--- src/rtl/mux_nx1_pipe_if.sv ---
// Handshake bundle for mux_nx1_pipe: upstream beat and select, flush,
// and the registered downstream result.
interface mux_nx1_pipe_if #(
  parameter int unsigned WIDTH = 32,
  parameter int unsigned N_IN  = 4
);
  localparam int unsigned SEL_W = (N_IN > 1) ? $clog2(N_IN) : 1;

  logic [N_IN*WIDTH-1:0] in_data;
  logic [SEL_W-1:0]      in_sel;
  logic                  in_valid;
  logic                  in_ready;
  logic                  flush;
  logic [WIDTH-1:0]      out_data;
  logic [SEL_W-1:0]      out_sel;
  logic                  sel_err;
  logic                  out_valid;
  logic                  out_ready;

  // Upstream/downstream environment side.
  modport master (
    output in_data, in_sel, in_valid, flush, out_ready,
    input  in_ready, out_data, out_sel, sel_err, out_valid
  );

  // Selector side.
  modport slave (
    input  in_data, in_sel, in_valid, flush, out_ready,
    output in_ready, out_data, out_sel, sel_err, out_valid
  );
endinterface

--- src/rtl/mux_nx1_pipe.sv ---
// N-input selector with a registered output entry and a 1-entry skid buffer.
// in_ready depends only on registered state (and rst), never on out_ready.
module mux_nx1_pipe #(
  parameter int unsigned WIDTH = 32,
  parameter int unsigned N_IN  = 4
) (
  input logic           clk,
  input logic           rst,
  mux_nx1_pipe_if.slave bus
);
  localparam int unsigned SEL_W = (N_IN > 1) ? $clog2(N_IN) : 1;

  logic [WIDTH-1:0] main_data_q, main_data_d;
  logic [SEL_W-1:0] main_sel_q,  main_sel_d;
  logic             main_err_q,  main_err_d;
  logic             main_valid_q, main_valid_d;
  logic [WIDTH-1:0] skid_data_q, skid_data_d;
  logic [SEL_W-1:0] skid_sel_q,  skid_sel_d;
  logic             skid_err_q,  skid_err_d;
  logic             skid_valid_q, skid_valid_d;

  logic [WIDTH-1:0] beat_data;
  logic             beat_err;
  logic             in_ready;
  logic             accept;
  logic             pop;

  assign in_ready = !rst && !skid_valid_q;
  assign accept   = bus.in_valid && in_ready && !bus.flush;
  assign pop      = main_valid_q && bus.out_ready;

  // Select the incoming beat; unused select codes yield zero data with err set.
  always_comb begin
    beat_data = '0;
    beat_err  = 1'b1;
    for (int unsigned k = 0; k < N_IN; k++) begin
      if (bus.in_sel == SEL_W'(k)) begin
        beat_data = bus.in_data[k*WIDTH +: WIDTH];
        beat_err  = 1'b0;
      end
    end
  end

  // Next-state for main/skid entries: flush first, then refill main from skid
  // before taking a new beat so ordering stays strictly FIFO.
  always_comb begin
    main_data_d  = main_data_q;
    main_sel_d   = main_sel_q;
    main_err_d   = main_err_q;
    main_valid_d = main_valid_q;
    skid_data_d  = skid_data_q;
    skid_sel_d   = skid_sel_q;
    skid_err_d   = skid_err_q;
    skid_valid_d = skid_valid_q;
    if (bus.flush) begin
      main_valid_d = 1'b0;
      skid_valid_d = 1'b0;
    end else if (!main_valid_q || pop) begin
      if (skid_valid_q) begin
        main_data_d  = skid_data_q;
        main_sel_d   = skid_sel_q;
        main_err_d   = skid_err_q;
        main_valid_d = 1'b1;
        skid_valid_d = 1'b0;
      end else if (accept) begin
        main_data_d  = beat_data;
        main_sel_d   = bus.in_sel;
        main_err_d   = beat_err;
        main_valid_d = 1'b1;
      end else begin
        main_valid_d = 1'b0;
      end
    end else if (accept) begin
      // Main is stalled; park the beat in skid, which closes in_ready.
      skid_data_d  = beat_data;
      skid_sel_d   = bus.in_sel;
      skid_err_d   = beat_err;
      skid_valid_d = 1'b1;
    end
  end

  // State registers with synchronous reset.
  always_ff @(posedge clk) begin
    if (rst) begin
      main_data_q  <= '0;
      main_sel_q   <= '0;
      main_err_q   <= 1'b0;
      main_valid_q <= 1'b0;
      skid_data_q  <= '0;
      skid_sel_q   <= '0;
      skid_err_q   <= 1'b0;
      skid_valid_q <= 1'b0;
    end else begin
      main_data_q  <= main_data_d;
      main_sel_q   <= main_sel_d;
      main_err_q   <= main_err_d;
      main_valid_q <= main_valid_d;
      skid_data_q  <= skid_data_d;
      skid_sel_q   <= skid_sel_d;
      skid_err_q   <= skid_err_d;
      skid_valid_q <= skid_valid_d;
    end
  end

  // Outputs come straight from the main entry.
  always_comb begin
    bus.in_ready  = in_ready;
    bus.out_data  = main_data_q;
    bus.out_sel   = main_sel_q;
    bus.sel_err   = main_err_q;
    bus.out_valid = main_valid_q;
  end
endmodule

--- src/flat_wrapper.sv ---
// flat-port wrapper written by rule: the top's interface ports become plain ports
module mux_nx1_pipe_flat 
#(
  parameter int unsigned WIDTH = 32,
  parameter int unsigned N_IN  = 4
)
  (clk, rst, bus_in_data, bus_in_sel, bus_in_valid, bus_flush, bus_out_ready, bus_in_ready, bus_out_data, bus_out_sel, bus_sel_err, bus_out_valid);
  mux_nx1_pipe_if #(.WIDTH(WIDTH), .N_IN(N_IN)) bus_i ();
  input logic clk;
  input logic rst;
  input wire logic [$bits(bus_i.in_data)-1:0] bus_in_data;
  input wire logic [$bits(bus_i.in_sel)-1:0] bus_in_sel;
  input wire logic [$bits(bus_i.in_valid)-1:0] bus_in_valid;
  input wire logic [$bits(bus_i.flush)-1:0] bus_flush;
  input wire logic [$bits(bus_i.out_ready)-1:0] bus_out_ready;
  output wire logic [$bits(bus_i.in_ready)-1:0] bus_in_ready;
  output wire logic [$bits(bus_i.out_data)-1:0] bus_out_data;
  output wire logic [$bits(bus_i.out_sel)-1:0] bus_out_sel;
  output wire logic [$bits(bus_i.sel_err)-1:0] bus_sel_err;
  output wire logic [$bits(bus_i.out_valid)-1:0] bus_out_valid;
  assign bus_i.in_data = bus_in_data;
  assign bus_i.in_sel = bus_in_sel;
  assign bus_i.in_valid = bus_in_valid;
  assign bus_i.flush = bus_flush;
  assign bus_i.out_ready = bus_out_ready;
  assign bus_in_ready = bus_i.in_ready;
  assign bus_out_data = bus_i.out_data;
  assign bus_out_sel = bus_i.out_sel;
  assign bus_sel_err = bus_i.sel_err;
  assign bus_out_valid = bus_i.out_valid;
  mux_nx1_pipe #(.WIDTH(WIDTH), .N_IN(N_IN)) u_core (.clk(clk), .rst(rst), .bus(bus_i));
endmodule
--- config.mk ---
export PLATFORM = sky130hd
export DESIGN_NAME = mux_nx1_pipe_flat
export DESIGN_NICKNAME = d
export VERILOG_FILES = /design/src/rtl/mux_nx1_pipe_if.sv /design/src/rtl/mux_nx1_pipe.sv /design/src/flat_wrapper.sv
export SDC_FILE = /design/constraint.sdc
export NUM_CORES = 1
export LEC_CHECK = 0
export CAP_MARGIN = 20
export CORE_ASPECT_RATIO = 0.9
export CORE_MARGIN = 2
export CORE_UTILIZATION = 45
export DETAILED_ROUTE_END_ITERATION = 10
export PLACE_DENSITY = 0.87
export SYNTH_ARGS = -nofsm -noshare
export SYNTH_HDL_FRONTEND = slang
export SYNTH_SLANG_ARGS = --single-unit
--- constraint.sdc ---
create_clock -name clk -period 3.4 [get_ports clk]
set_input_delay 0.34 -clock clk [delete_from_list [all_inputs] [get_ports clk]]
set_output_delay 0.34 -clock clk [all_outputs]
set_load 0.01 [all_outputs]
==> flow_summary_export.csv <==
group,metric,value,unit
worst_setup_path,cp_num_cells,4,
worst_setup_path,crit_type,"input pin to output port",
worst_setup_path,reg2regPathDepth,5,
worst_setup_path,critPathMaxFanout,30,
pwr,pwr-share-seq,0.466,
synth,synth_largest_area_cell,"dfxtp_1",
synth,yosys_warnings,0,
detailed_routing,vias,3236,
pwr,p_leak,1.95,nW
synth,synth_nets,459,
layout,num_antenna_cells,0,
worst_setup_path,path_cells,"buf_2 -> buf_4 -> nor2_1 -> clkdlybuf4s50_1",
synth,synth.top_cell.area_share,0.392,
worst_setup_path,critPathBufInv,3,
synth,yosysMostFrequentCell,"dfxtp_1",
grt,antenna_found_initial,0,
worst_setup_path,r2r_start,"u_core.skid_valid_q$_SDFFE_PP0P_",
clock_tree,root_buffer,"clkbuf_8",
synth,syn_inst,324,
placed_design,gp_congestion,0.733,
floorplanning,die_area,8910,sq um
floorplanning,die_y,89.7,um
layout,nNetsFinal,615,
worst_setup_path,end_kind,"output port",
pwr,combPwrFrac,0.229,
detailed_routing,ant_nets,0,
clock_tree,cts_hold_repair.buffers,0,
pwr,p_clk_frac,0.305,
synth,synthesis.area,3680,sq um
placed_design,io_buffers,171,
clock_tree,clk_latency,330,ps
synth,synth-edff-count,0,
sta,finClkSkew,8.00,ps
clock_tree,postCtsSetupBuffers,0,
hold_path,min_to,"u_core.bus.out_data[20]$_SDFFE_PP0P_",
sta,slew_headroom,0.414,
worst_setup_path,r2r_slack,1350,ps
detailed_routing,drc,0,
detailed_routing,firstDrtPassIters,4,
sta,setup_tns,0,ps
worst_setup_path,rr_endpoint,"u_core.skid_data_q[4]$_SDFFE_PP0P_",
pwr,switching_share,0.242,
clock_tree,ctsResizeCount,0,
synth,synth_common_cells,"dfxtp_1, nand2_1, nor2_1, a22o_1, mux4_2",
layout,fill_cells,584,
pwr,internal-power,1.44,mW
sta,setup_viol_count_final,0,
grt,grt_pass1_vias,3240,
synth,ys_types,25,
job,max_cap_violations,0,
detailed_routing,wl_per_cell,16.8,um
grt,busiest_layer,"met2",
pwr,power.switching,0.459,mW
grt,met1_usage,0.274,
clock_tree,cts_inserted_buffers,9,
floorplanning,io_pins,172,
synth,synthArstFlopShare,0,
floorplanning,dieWidth,99.3,um
synth,synthTopCellsByArea,"dfxtp_1, mux4_2, a311oi_2",
detailed_routing,via_per_inst,5.57,
sta,min_period_over_period,0.627,
hold_path,min_from,"rst",
sta,tightest_slew,877,ps
sta,rsz0062_at_grt,"no",
worst_setup_path,cp-start-kind,"input pin",
clock_tree,htree_levels,3,
placed_design,hpwl,7020,um
worst_setup_path,cp.required,3060,ps
layout,final_cell_area,5530,sq um
pwr,ir_drop,0.000219,V
grt,grt_max_degree,43,
status,status,"completed",
synth,synth_seq_cells,72,
sta,finalMaxSlewViolations,0,
sta,hold_viol_final,0,
layout,area_delta_synth_final,50.4,%
synth,synthFlopType,"dfxtp_1",
sta,timing.final.crit_period,2130,ps
clock_tree,cts_num_sinks,72,
floorplanning,core_region_area,7990,sq um
grt,use_met3,0.0505,
pwr,powerDensity,343,nW/um^2
sta,fmax,0.469,GHz
placed_design,placedInstanceArea,5370,sq um
floorplanning,num_rows,31,
hold_path,holdPathStages,2,
worst_setup_path,path_delay_family,"buffers and inverters",
clock_tree,clockBufferDepth,2,
floorplanning,start_util,0.460,
hold_path,hold_path.class,"input pin to flip-flop",
worst_setup_path,worstPathArrival,1790,ps
clock_tree,cts_tree,"built",
worst_setup_path,crit_path_max_incr_delay,500,ps
layout,drive_gt1_frac,0.187,
worst_setup_path,crit_start,"rst",
synth,syn_avg_cell_area,11.3,sq um
grt,gr-total-overflow,0,
clock_tree,clk_pin_slew,70,ps
detailed_routing,routed_wirelength,9730,um
grt,grt_use_total,0.221,
grt,grt_pass1_wl,15900,um
worst_setup_path,worst_path_max_delay_cell,"clkdlybuf4s50_1",
grt,grtUsageMet2,0.390,
detailed_routing,drt_iter0_drc,126,
synth,seq_area_frac_synth,0.392,
==> registers in the layout, indices dropped and copies added, names as in the netlist <==
name / count
u_core.bus.out_sel: 2
u_core.skid_valid_q: 1
u_core.bus.out_valid: 1
u_core.skid_err_q: 1
u_core.skid_data_q: 32
u_core.bus.sel_err: 1
u_core.skid_sel_q: 2
u_core.bus.out_data: 32
==> placed cells by master, fill, tap and decap left out, types with 2 or more instances in the layout <==
master / netlist / routed
a311oi_1: 3 / 3
nand2b_1: 2 / 2
nor2_1: 39 / 38
a311oi_2: 29 / 29
buf_4: 4 / 6
a211oi_1: 3 / 3
a22o_1: 32 / 32
clkbuf_8: 0 / 11
mux2i_1: 4 / 4
mux4_2: 32 / 32
dfxtp_1: 72 / 71
clkdlybuf4s50_1: 0 / 168
nand2_1: 64 / 64
buf_2: 8 / 3
==> logic make-up after synthesis <==
logic type / synth area share
AOI/OAI and AO/OA: 0.218
buffers and inverters: 0.0568
DFF: 0.392
muxes: 0.207
and+or+nand+nor: 0.126
==> layer usage <==
| metal | share of wire | vias up |
|---|---|---|
| li1 | - | 1531 |
| met1 | 0.40 | 1569 |
| met2 | 0.52 | 128 |
| met3 | 0.072 | 8 |
| met4 | 0.0085 | 0 |
| met5 | 0 | - |
==> metrics by stage <==
stage / setup WS (ps) / power, mW / util / instances / hold WS [ps]
after floorplan: 1870 / 1.11 / - / 324 / 413
after global placement: 1270 / 1.33 / 0.672 / 568 / 439
after detailed placement: 1220 / 1.34 / 0.672 / 568 / 438
after CTS: 1260 / 1.92 / 0.692 / 581 / 446
after global routing: 1170 / 1.98 / 0.692 / 581 / 476
final: 1270 / 1.90 / 0.692 / 581 / 447
==> worst register-to-register path: cells and delay by family, from the launching register on <==
family	cells	cell delay, ps
and+or+nand+nor	3	1020
AOI/OAI and AO/OA	1	270
DFF	1	330
buffers and inverters	1	380
==> layout make-up <==
| class | count | area [sq um] | share of cell area |
|---|---|---|---|
| inverter | 2 | 7.51 | 0.00136 |
| multi-input combinational | 217 | 2030 | 0.368 |
| timing repair buffer | 178 | 1760 | 0.319 |
| clock buffer | 12 | 155 | 0.0281 |
| clock inverter | 1 | 5.00 | 0.000905 |
| tap | 99 | 124 | 0.0224 |
| sequential | 72 | 1440 | 0.261 |
==> power groups by stage <==
stage	clock (mW)	combinational [mW]	sequential, mW
2_1_floorplan	0	0.202	0.913
3_3_place_gp	0	0.426	0.903
3_5_place_dp	0	0.438	0.904
4_1_cts	0.594	0.439	0.885
5_1_grt	0.625	0.466	0.888
6_report	0.578	0.434	0.885
==> how the worst max path moves through the flow <==
| stage | endpoint | slack (ps) |
|---|---|---|
| floorplan | u_core.bus.out_data[10]$_SDFFE_PP0P_ | 1870 |
| global placement | u_core.skid_data_q[10]$_SDFFE_PP0P_ | 1270 |
| detailed placement | u_core.skid_data_q[2]$_SDFFE_PP0P_ | 1220 |
| CTS | bus_in_ready | 1260 |
| global route | bus_in_ready | 1170 |
| finish | bus_in_ready | 1270 |
Power figures use the tool's default switching activity.
